`src/rtl/rans_pkg.sv`:
```
// Shared types for the multi-lane rANS state driver: FSM encoding, renorm bound, lane index width.
// Latency: n/a (declarations only); backpressure: n/a.
package rans_pkg;

  typedef enum logic [1:0] {
    ST_IDLE = 2'd0,
    ST_SEED = 2'd1,
    ST_RUN  = 2'd2,
    ST_DONE = 2'd3
  } rans_fsm_e;

  localparam logic [31:0] RENORM_MAX_DEF = 32'h0080_0000;

  // A single lane still needs a 1-bit select so the port never collapses to zero width.
  function automatic int lane_w(input int n);
    return (n > 1) ? $clog2(n) : 1;
  endfunction

endpackage

```
`src/rtl/rans_renorm_unit.sv`:
```
// Combinational renormalisation of one rANS state: shifts in bytes while state < RENORM_MAX.
// Latency: 0 cycles; backpressure: none, pure function of its inputs.
module rans_renorm_unit #(
  parameter int                 STATE_W          = 32,
  parameter logic [STATE_W-1:0] RENORM_MAX       = STATE_W'(32'h0080_0000),
  parameter int                 MAX_RENORM_BYTES = 3
) (
  input  logic [STATE_W-1:0]            state_in,
  input  logic [8*MAX_RENORM_BYTES-1:0] bytes_in,
  output logic [STATE_W-1:0]            state_out,
  output logic [2:0]                    n_bytes
);

  logic [STATE_W-1:0] s;
  logic [2:0]         n;

  // A state still below the bound after the last byte is passed through as is.
  always_comb begin
    s = state_in;
    n = '0;
    for (int k = 0; k < MAX_RENORM_BYTES; k++) begin
      if (s < RENORM_MAX) begin
        s = (s << 8) | STATE_W'(bytes_in[8*k +: 8]);
        n = n + 3'd1;
      end
    end
    state_out = s;
    n_bytes   = n;
  end

endmodule

```
`src/rtl/rans_multilane_renorm.sv`:
```
// Holds NUM_LANES interleaved rANS states, serves them round-robin and renormalises returned states.
// Latency: renormed result committed 1 cycle after acceptance; backpressure: none, one update per cycle in RUN.
module rans_multilane_renorm
  import rans_pkg::*;
#(
  parameter int                 NUM_LANES        = 2,
  parameter int                 STATE_W          = 32,
  parameter logic [STATE_W-1:0] RENORM_MAX       = STATE_W'(RENORM_MAX_DEF),
  parameter int                 MAX_RENORM_BYTES = 3,
  parameter int                 PTR_W            = 32,
  localparam int                LW               = lane_w(NUM_LANES)
) (
  input  logic                          clk,
  input  logic                          reset,
  input  logic                          start,
  input  logic [PTR_W-1:0]              file_len,
  input  logic [PTR_W-1:0]              num_symbols,
  output logic [PTR_W-1:0]              enc_ptr,
  input  logic [8*MAX_RENORM_BYTES-1:0] enc_bytes,
  input  logic [STATE_W-1:0]            seed_word,
  output logic [LW-1:0]                 lane_sel,
  output logic [STATE_W-1:0]            state_out,
  output logic                          state_valid,
  input  logic [STATE_W-1:0]            new_state,
  input  logic                          new_state_valid,
  input  logic [7:0]                    sym_id,
  output logic [7:0]                    sym_out,
  output logic                          sym_valid,
  output logic                          busy,
  output logic                          done,
  output logic                          underflow_err
);

  localparam int          SEED_BYTES = STATE_W / 8;
  localparam logic [LW-1:0] LAST_LANE = LW'(NUM_LANES - 1);

  rans_fsm_e          st, st_nxt;
  logic [STATE_W-1:0] lanes [NUM_LANES];
  logic [LW-1:0]      seed_cnt;
  logic [PTR_W-1:0]   count_q, file_len_q, num_sym_q;

  logic [STATE_W-1:0] rn_state;
  logic [2:0]         rn_n;
  logic [PTR_W:0]     seed_end, run_end;
  logic               seed_over, run_over;
  logic               seed_wr, accept, err_set;

  rans_renorm_unit #(
    .STATE_W         (STATE_W),
    .RENORM_MAX      (RENORM_MAX),
    .MAX_RENORM_BYTES(MAX_RENORM_BYTES)
  ) u_renorm (
    .state_in (new_state),
    .bytes_in (enc_bytes),
    .state_out(rn_state),
    .n_bytes  (rn_n)
  );

  // One extra bit so pointer + bytes never wraps before the length compare.
  assign seed_end  = {1'b0, enc_ptr} + (PTR_W+1)'(SEED_BYTES);
  assign run_end   = {1'b0, enc_ptr} + (PTR_W+1)'(rn_n);
  assign seed_over = seed_end > {1'b0, file_len_q};
  assign run_over  = run_end  > {1'b0, file_len_q};

  always_comb begin
    st_nxt  = st;
    seed_wr = 1'b0;
    accept  = 1'b0;
    err_set = 1'b0;
    case (st)
      ST_IDLE: ;
      ST_SEED: begin
        if (seed_over) begin
          err_set = 1'b1;
          st_nxt  = ST_DONE;
        end else begin
          seed_wr = 1'b1;
          if (seed_cnt == LAST_LANE) st_nxt = ST_RUN;
        end
      end
      ST_RUN: begin
        if (count_q == num_sym_q) begin
          st_nxt = ST_DONE;
        end else if (new_state_valid) begin
          if (run_over) begin
            err_set = 1'b1;
            st_nxt  = ST_DONE;
          end else begin
            accept = 1'b1;
            if (count_q + PTR_W'(1) == num_sym_q) st_nxt = ST_DONE;
          end
        end
      end
      ST_DONE: ;
      default: st_nxt = ST_IDLE;
    endcase
    // Restart overrides everything, including a same-cycle update.
    if (start) begin
      st_nxt  = ST_SEED;
      seed_wr = 1'b0;
      accept  = 1'b0;
      err_set = 1'b0;
    end
  end

  always_ff @(posedge clk or posedge reset) begin
    if (reset) begin
      st <= ST_IDLE;
    end else begin
      st <= st_nxt;
    end
  end

  always_ff @(posedge clk or posedge reset) begin
    if (reset) begin
      enc_ptr       <= '0;
      lane_sel      <= '0;
      seed_cnt      <= '0;
      count_q       <= '0;
      file_len_q    <= '0;
      num_sym_q     <= '0;
      sym_out       <= '0;
      sym_valid     <= 1'b0;
      underflow_err <= 1'b0;
      for (int i = 0; i < NUM_LANES; i++) lanes[i] <= '0;
    end else begin
      sym_valid <= accept;
      if (start) begin
        enc_ptr       <= '0;
        lane_sel      <= '0;
        seed_cnt      <= '0;
        count_q       <= '0;
        underflow_err <= 1'b0;
        file_len_q    <= file_len;
        num_sym_q     <= num_symbols;
      end else begin
        if (err_set) underflow_err <= 1'b1;
        if (seed_wr) begin
          lanes[seed_cnt] <= seed_word;
          enc_ptr         <= enc_ptr + PTR_W'(SEED_BYTES);
          seed_cnt        <= seed_cnt + LW'(1);
        end
        if (accept) begin
          lanes[lane_sel] <= rn_state;
          enc_ptr         <= enc_ptr + PTR_W'(rn_n);
          lane_sel        <= (lane_sel == LAST_LANE) ? '0 : lane_sel + LW'(1);
          sym_out         <= sym_id;
          count_q         <= count_q + PTR_W'(1);
        end
      end
    end
  end

  assign state_out   = lanes[lane_sel];
  assign state_valid = (st == ST_RUN);
  assign busy        = (st == ST_SEED) || (st == ST_RUN);
  assign done        = (st == ST_DONE);

endmodule
```
`config.mk`:
```
export PLATFORM = sky130hd
export DESIGN_NAME = rans_multilane_renorm
export DESIGN_NICKNAME = d
export VERILOG_FILES = /design/src/rtl/rans_pkg.sv /design/src/rtl/rans_renorm_unit.sv /design/src/rtl/rans_multilane_renorm.sv
export SDC_FILE = /design/constraint.sdc
export NUM_CORES = 1
export LEC_CHECK = 0
export CAP_MARGIN = 20
export CORE_MARGIN = 1.5
export CORE_UTILIZATION = 58
export DETAILED_ROUTE_END_ITERATION = 6
export DONT_BUFFER_PORTS = 1
export HOLD_SLACK_MARGIN = 0.02
export PLACE_DENSITY_LB_ADDON = 0.15
export SLEW_MARGIN = 20
export SYNTH_ARGS = -nofsm -noshare
export SYNTH_HDL_FRONTEND = slang
export SYNTH_SLANG_ARGS = --single-unit
export TNS_END_PERCENT = 30
```
`constraint.sdc`:
```
create_clock -name clk -period 6.8 [get_ports clk]
set_input_delay 0 -clock clk [delete_from_list [all_inputs] [get_ports clk]]
set_output_delay 0 -clock clk [all_outputs]
set_load 0.1 [all_outputs]
```
==> flow_summary.ini <==
[global_route]
grt_pass1_vias = 13100
antenna_found_initial = 1
gr-total-overflow = 0
grt_pass1_wl_um = 71000
grt_start_max_net_pins = 193
grt_use_total_pct = 34.0

[sta]
tns_ns = 0
period_minus_slack_ns = 6.44
relSlewSlack_pct = 21.7
rsz0062_at_grt = no
hold_ws_ns = -0.000573
setup_viol = 0
drv_slew = 0
skew_ns = 0.0162
fin_crit_sh_pct = 94.6
hold_viol = 1
fmax_mhz = 155
worst_slew_pin_slew_ns = 1.17

[yosys]
ys_seq_area_share_pct = 34.9
netlist_area_um2 = 14800
async_flop_share_pct = 100
synth.yosys.warnings = 0
syn_inst = 1548
synth_edf_count = 0
synth_area_leaders = dfrtp_1, mux2i_1, ha_1, mux2_2, xnor2_1
ys_types = 81
synthesis.nets = 1787
synth-seq-cells = 206
synthFlopType = dfrtp_1
avgSynthCellArea_um2 = 9.55
yosysTopAreaCellShare_pct = 34.9
synth_top_area_cell = dfrtp_1

[detailed_routing]
ant_nets = 0
dr.pass1.iters = 5
vias = 12900
drtIter0Drc = 878
drc_errors = 0
wire_per_inst_um = 21.6
via_per_inst = 6.20
wl_um = 44800

[finish]
layout_common_cells = dfrtp_1, dlygate4sd3_1, mux2i_1
syn_to_final_growth_pct = 20.8
num-nets-final = 1963
fin_area_um2 = 17900
layout_commonest_cell = dfrtp_1
instances_no_fill = 2071
fillers = 1880
utilization_pct = 71.1
drive_above_1_share_pct = 11.4

[power_and_ir_drop]
total_power_uw = 5450
leakagePower_uw = 0.00862
ir_drop_mv = 0.335
p_per_area_nw_per_um2 = 305

[clock_tree]
cts_sinks = 206
cts_tree = built
clock_latency_ns = 0.53
cts_buffers = 23
clkTransAtPathRegs_ns = 0.07
post_cts_buffers = 0
cts.path.max_buffers = 3
htreeDepth = 1
clock-root-buffer = clkbuf_16

[setup_path]
r2r_slack_ns = 0.39
crit_fanout = 34
cp.arrival_ns = 6.84
reg2reg_depth = 15
required_ns = 7.20
r2r_end = lanes[22]
rr_startpoint = enc_ptr[17]
cp-start-kind = input pin
crit_type = input pin to flop
crit_path_end_kind = flop

[min_path]
min_from = start
hp-class = input pin to flop
hold_depth = 3
hold_path_end = file_len_q[9]

[place]
place_congestion = 0.930
place_area_um2 = 15100
dpl.cell_count = 1829
io_buffers = 0
dp_hpwl_um = 28800

[run_status]
failed_checks = hold timing
status = finished, violations left

[die]
io_pins = 242
die-width_um = 163
core.rowCount = 58
die_area_um2 = 26500
initial_core_util_pct = 58.9
placeableCoreArea_um2 = 25100
die_y_um = 163

[flow_run]
cap_violations = 0
metal layers:
metal / GRT usage, % / routed length (µm)
met1: 42.2 / 18000
met2: 58.2 / 22000
met3: 6.98 / 3260
met4: 12.7 / 1630
met5: 0 / 0
per-stage QoR:
stage          hold slack, ns  setup slack, ns
2_1_floorplan           0.121            0.845
3_3_place_gp           0.0715            0.335
3_5_place_dp           0.0724            0.162
4_1_cts                0.0262            0.201
5_1_grt                0.0620           0.0138
6_report            -0.000573            0.364
cell families (layout without fill, tap and decap cells):
group	after synthesis	count (layout)	share of synthesized area (%)
other cells	0	1	0
simple gates	480	480	16.7
fa+ha+maj	75	75	6.40
buf+inv	155	347	5.08
xor+xnor	143	143	8.47
mux	264	264	18.6
flops	206	206	34.9
compound gates	225	225	9.88
synthesized netlist by cell type, types with 26 or more instances:
library cell and instances:
dfrtp_1 206, mux2i_1 172, nand2_1 136, nor2_1 102, mux2_2 78, xnor2_1 75
ha_1 74, o21ai_0 74, xor2_1 68, nand4_1 53, inv_1 50, a21oi_1 43
nand3_1 39, buf_2 36, clkbuf_1 36, nor2b_1 26
layout make-up:
| type | instances | area (µm²) | area share [%] |
|---|---|---|---|
| Multi-Input combinational cell | 1187 | 8900 | 49.8 |
| Tap cell | 330 | 413 | 2.31 |
| Antenna cell | 1 | 2.50 | 0.0140 |
| Timing Repair Buffer | 255 | 2450 | 13.7 |
| Inverter | 51 | 199 | 1.11 |
| Sequential cell | 206 | 5160 | 28.9 |
| Clock inverter | 6 | 86.3 | 0.483 |
| Clock buffer | 35 | 651 | 3.64 |
critical path, cell delays in order:
cell           delay (ns)
or4_1                0.56
or4_4                0.49
nor3_4               0.14
nand2_1              0.12
inv_1                0.13
ha_1                 0.26
and3_1               0.18
ha_1                 0.34
a21oi_1              0.14
nor3_2               0.29
and3_1               0.31
nand3_2              0.19
or2_2                0.42
nor2_1               0.14
xor2_1               0.08
ha_1                 0.34
nand4_1              0.11
nor4_2               0.34
nand4_1              0.19
nor3b_2              0.29
a21oi_4              0.11
or4_2                0.57
buf_6                0.25
nor2_1               0.14
a21oi_1              0.05
dlygate4sd3_1        0.59
report_power, final:
| part | total, µW | switching, µW | internal, µW |
|---|---|---|---|
| Clock | 1260 | 525 | 735 |
| Sequential | 1820 | 328 | 1490 |
| Combinational | 2370 | 1660 | 715 |
| Total | 5450 | 2510 | 2940 |
sequential cells by signal, indices dropped and copies added, names as in the netlist, 2 cells and up:
signal	cells
sym_out	8
num_sym_q	32
lanes	64
enc_ptr	32
file_len_q	32
count_q	32
st	2
worst max path at each step:
stage,slack [ns],depth (start not counted),from,endpoint
floorplan,0.84,27,new_state[29],enc_ptr[21]
global placement,0.34,25,new_state[29],sym_out[0]
detailed placement,0.16,25,new_state[29],sym_out[3]
CTS,0.20,25,new_state[29],lanes[57]
global route,0.01,15,enc_ptr[17],lanes[22]
finish,0.36,26,new_state[29],lanes[63]
repair_timing:
item                                    4_1_cts  5_1_grt
endpoints found under the hold margin       318        0
gates resized for setup                       0        3
endpoints found under the setup margin        0       19
hold buffers                                200        0
No activity file was read; power rests on OpenSTA's default activity.
